$ cat src/rtl/bus_to_alu_shifter8.sv
// Return-path shifter: takes a byte from the bus and applies the op one bit per clock.
// It then holds the result for the ALU under valid/ready. The latency is N+1 edges from accept, and load_ready stays low until the ALU consumes the result.
module bus_to_alu_shifter8 #(
    parameter int WIDTH = 8,
    parameter int CNT_W = 3
) (
    input  logic             clk,
    input  logic             reset_n,
    input  logic [WIDTH-1:0] from_bus,
    input  logic [1:0]       shift_operation,
    input  logic [CNT_W-1:0] shift_count,
    input  logic             load,
    output logic             load_ready,
    output logic [WIDTH-1:0] to_alu,
    output logic             alu_valid,
    input  logic             alu_ready
);

    typedef enum logic [1:0] {
        ST_IDLE  = 2'd0,
        ST_SHIFT = 2'd1,
        ST_HOLD  = 2'd2
    } state_t;

    localparam logic [1:0]       OP_PASS = 2'b00;
    localparam logic [1:0]       OP_SRL  = 2'b01;
    localparam logic [1:0]       OP_SLL  = 2'b10;
    localparam logic [1:0]       OP_ROR  = 2'b11;
    localparam logic [CNT_W-1:0] CNT_ONE = CNT_W'(1);

    state_t           state_q, state_d;
    logic [WIDTH-1:0] data_q,  data_d;
    logic [1:0]       op_q,    op_d;
    logic [CNT_W-1:0] cnt_q,   cnt_d;

    always_ff @(posedge clk or negedge reset_n) begin
        if (!reset_n) begin
            state_q <= ST_IDLE;
            data_q  <= '0;
            op_q    <= '0;
            cnt_q   <= '0;
        end else begin
            state_q <= state_d;
            data_q  <= data_d;
            op_q    <= op_d;
            cnt_q   <= cnt_d;
        end
    end

    always_comb begin
        state_d = state_q;
        data_d  = data_q;
        op_d    = op_q;
        cnt_d   = cnt_q;
        case (state_q)
            ST_IDLE: begin
                if (load) begin
                    data_d = from_bus;
                    op_d   = shift_operation;
                    cnt_d  = shift_count;
                    if (shift_operation == OP_PASS || shift_count == '0)
                        state_d = ST_HOLD;
                    else
                        state_d = ST_SHIFT;
                end
            end
            ST_SHIFT: begin
                case (op_q)
                    OP_SRL:  data_d = {1'b0, data_q[WIDTH-1:1]};
                    OP_SLL:  data_d = {data_q[WIDTH-2:0], 1'b0};
                    OP_ROR:  data_d = {data_q[0], data_q[WIDTH-1:1]};
                    default: data_d = data_q;
                endcase
                cnt_d = cnt_q - CNT_ONE;
                // Final step lands on the same edge that leaves SHIFT, so cnt never wraps.
                if (cnt_q == CNT_ONE)
                    state_d = ST_HOLD;
            end
            ST_HOLD: begin
                if (alu_ready)
                    state_d = ST_IDLE;
            end
            default: state_d = ST_IDLE;
        endcase
    end

    always_comb begin
        load_ready = (state_q == ST_IDLE);
        alu_valid  = (state_q == ST_HOLD);
    end

    assign to_alu = data_q;

`ifdef DEBUG_bus_to_alu_shifter8
    always @(posedge clk) begin
        $display("%m state=%0d data=%h cnt=%0d", state_q, data_q, cnt_q);
    end
`endif

endmodule

$ cat config.mk
export PLATFORM = sky130hd
export DESIGN_NAME = bus_to_alu_shifter8
export DESIGN_NICKNAME = d
export VERILOG_FILES = /design/src/rtl/bus_to_alu_shifter8.sv
export SDC_FILE = /design/constraint.sdc
export NUM_CORES = 1
export LEC_CHECK = 0
export ABC_AREA = 0
export BUFFER_PORTS_ARGS = -buffer_cell sky130_fd_sc_hd__buf_2
export CELL_PAD_IN_SITES_DETAIL_PLACEMENT = 1
export CELL_PAD_IN_SITES_GLOBAL_PLACEMENT = 1
export CORE_MARGIN = 2
export CORE_UTILIZATION = 38
export DETAILED_ROUTE_END_ITERATION = 7
export PLACE_DENSITY_LB_ADDON = 0.1
export SLEW_MARGIN = 20
export SYNTH_ARGS = -nofsm -noshare
export SYNTH_HDL_FRONTEND = slang
export SYNTH_SLANG_ARGS = --single-unit
$ cat constraint.sdc
create_clock -name clk -period 2.47 [get_ports clk]
set_clock_uncertainty 0.1 [all_clocks]
set_input_delay 0.1235 -clock clk [delete_from_list [all_inputs] [get_ports clk]]
set_output_delay 0.1235 -clock clk [all_outputs]
set_load 0.01 [all_outputs]
==> results.yml <==
global_routing:
  antenna_found_initial: 0
  grt_pass1_vias: 724
  grt_max_degree: 18
  grt_pass1_wl_mm: 3.59
  grt-ovfl-total: 0
  grtUsageTotal: 0.176
floorplanning:
  rows: 18
  die_h_um: 53.8
  die_x_um: 53.8
  io-pin-count: 27
  dieArea_sq_mm: 0.00289
  core_area_sq_mm: 0.00241
  start_util: 0.391
synthesis:
  synth_commonest_cells: "dfrtp_1 (15), nor2_1 (9), o21ai_0 (7)"
  syn_area_per_cell_sq_um: 10.0
  synth_top_family_by_area: "compound AO/OA/AOI/OAI gates"
  ys_warn_count: 0
  synth_top_area_cell: "dfrtp_1"
  synth_compound_area_frac: 0.278
  synth_most_common_cell: "dfrtp_1"
  synth_area_sq_um: 942
  synth-edff-count: 0
  synth_cells: 94
  syn_nets: 116
  ys_seq_area_frac: 0.398
  synth_top_area_share: 0.398
  synth_mux_area_frac: 0.0558
  synthTopCellsByArea: "dfrtp_1 (40%), ha_1 (6.6%), a221oi_1 (5.6%)"
  ys_types: 36
  synthArstFlopShare: 1.00
  synth_xor_area_frac: 0
  synthSimpleGateAreaFrac: 0.138
  synth_fa_ha_area_frac: 0.0664
  synth_seq_cells: 15
  ys.flop_type: "dfrtp_1"
clocking:
  clockBufferDepth: 2
  clkSlewWorstSetupHoldPaths_ps: 90
  cts_setup_buffers: 0
  cts_max_level: 1
  clk_latency_ps: 280
  cts.repair.resized: 0
  cts_buffers: 3
  root_buffer: "clkbuf_4"
  cts.sinks: 15
  cts_tree: "built"
  ctsHoldBuffers: 3
placement:
  hpwl_mm: 1.75
  postPlaceCellArea_sq_mm: 0.00107
  routabilityCongestion: 0.747
  portBuffers: 26
layout:
  antenna_cells: 0
  fin_util: 0.468
  drive_gt1_frac: 0.273
  syn_to_final_growth_pct: 19.8
  final_area_sq_mm: 0.00113
  nets: 144
power:
  p_per_area_mw_per_mm2: 1340
  peakVddDrop_mv: 0.634
  p_leak_uw: 0.000538
routing:
  detail-route-antenna-nets: 0
  vias: 835
  drcViolationCount: 0
  routedWlPerCell_um: 15.5
  first_pass_iters: 4
  wirelength_mm: 2.34
  drtIter0Drc: 9
  viasPerCell: 5.53
worst_setup_path:
  worstPathCellList: "o21bai_1, or2_1, mux2_4"
  crit_path_max_fanout: 17
  cp-end-kind: "register"
  crit_slowest_cell: "dfrtp_1"
  worstPathRequired_ps: 2540
  worst-path-buf-inv: 0
  cp_top_family: "flip-flops"
  max_stage_delay_ps: 560
  criticalPathCategory: "register to register"
  arrival_ps: 2060
  cp-start-kind: "register"
timing:
  drv_slew: 0
  setup_violations: 0
  worstMarginPinSlew_ps: 626
  max_clock_freq_ghz: 0.503
  relSlewSlack: 0.582
  timing.final.crit_share: 0.804
  rsz0062_at_grt: "no"
  period_minus_slack_ps: 1990
  final_hold_viol_count: 0
  fin_setup_tns_ps: 0
min_path:
  min-delay-path-class: "input pin to register"
run:
  max-cap-violations: 0
status:
  outcome: "completed"
-- area by class of cell --
class / instances / area [sq um]
fillers: 291 / 1280
multi-input cells: 67 / 507
repair buffers: 29 / 160
clock buffers: 4 / 26.3
flip-flops and latches: 15 / 375
inverters: 6 / 22.5
well taps: 30 / 37.5
-- per-stage QoR --
step | hold WS [ps] | cells | power, uW | worst slack, ps
6_report | 35.9 | 151 | 1510 | 484
5_1_grt | 31.3 | 151 | 1650 | 416
4_1_cts | 24.6 | 151 | 1530 | 502
3_5_place_dp | -42.8 | 144 | 1380 | 523
3_3_place_gp | -50.9 | 144 | 1360 | 586
2_1_floorplan | -272 | 94 | 1160 | 722
-- metal layers --
layer,wire length (um),track usage
met1,1230,0.271
met3,91,0.0361
met2,1000,0.230
met4,20,0.0769
met5,0,0
-- worst paths after layout --
check                                 start  slack, ps   endpoint  cells past startpoint
worst min register to register    to_alu[7]        470  to_alu[7]                      2
max in group asynchronous           reset_n       1850  to_alu[0]                      2
worst max register to register   state_q[0]        480  to_alu[0]                      3
min in group asynchronous           reset_n        160   cnt_q[2]                      2
worst max-delay path             state_q[0]        480  to_alu[0]                      3
worst min-delay path            from_bus[3]         40  to_alu[3]                      3
-- logic make-up (layout without fill, tap and decap cells) --
family | Yosys count | count (layout)
muxes | 4 | 4
DFF | 15 | 15
and+or+nand+nor | 22 | 22
adders and majority gates | 5 | 5
buffers and inverters | 12 | 39
AOI/OAI and AO/OA | 36 | 36
-- cells in the final DEF (no fill, tap or decap), types with 2 or more instances in the layout --
cell type / n
dfrtp_1: 15
nor2b_1: 2
dlygate4sd3_1: 3
buf_2: 26
o22ai_1: 2
o21ai_0: 7
nor2_1: 9
clkbuf_4: 3
mux2_2: 2
o21bai_1: 2
and3b_1: 3
o31ai_1: 6
or2b_1: 2
mux2_4: 2
a21oi_1: 2
ha_1: 5
nand2b_1: 2
a221oi_1: 6
inv_1: 6
-- state kept, by name, summed over array words and instances (netlist names) --
register,flops
op_q,2
to_alu,8
state_q,2
cnt_q,3
-- where the power goes --
group          leakage, uW  internal (uW)  switching [uW]
sequential        0.000180            376             163
combinational     0.000342            393             441
clock            0.0000150           62.7            78.2
total             0.000538            832             681
-- worst register-to-register path, stage by stage (launching register included) --
cell,delay [ps]
dfrtp_1,560
o21bai_1,510
or2_1,380
mux2_4,340
Note: power is estimated with default switching activity, not from simulation.
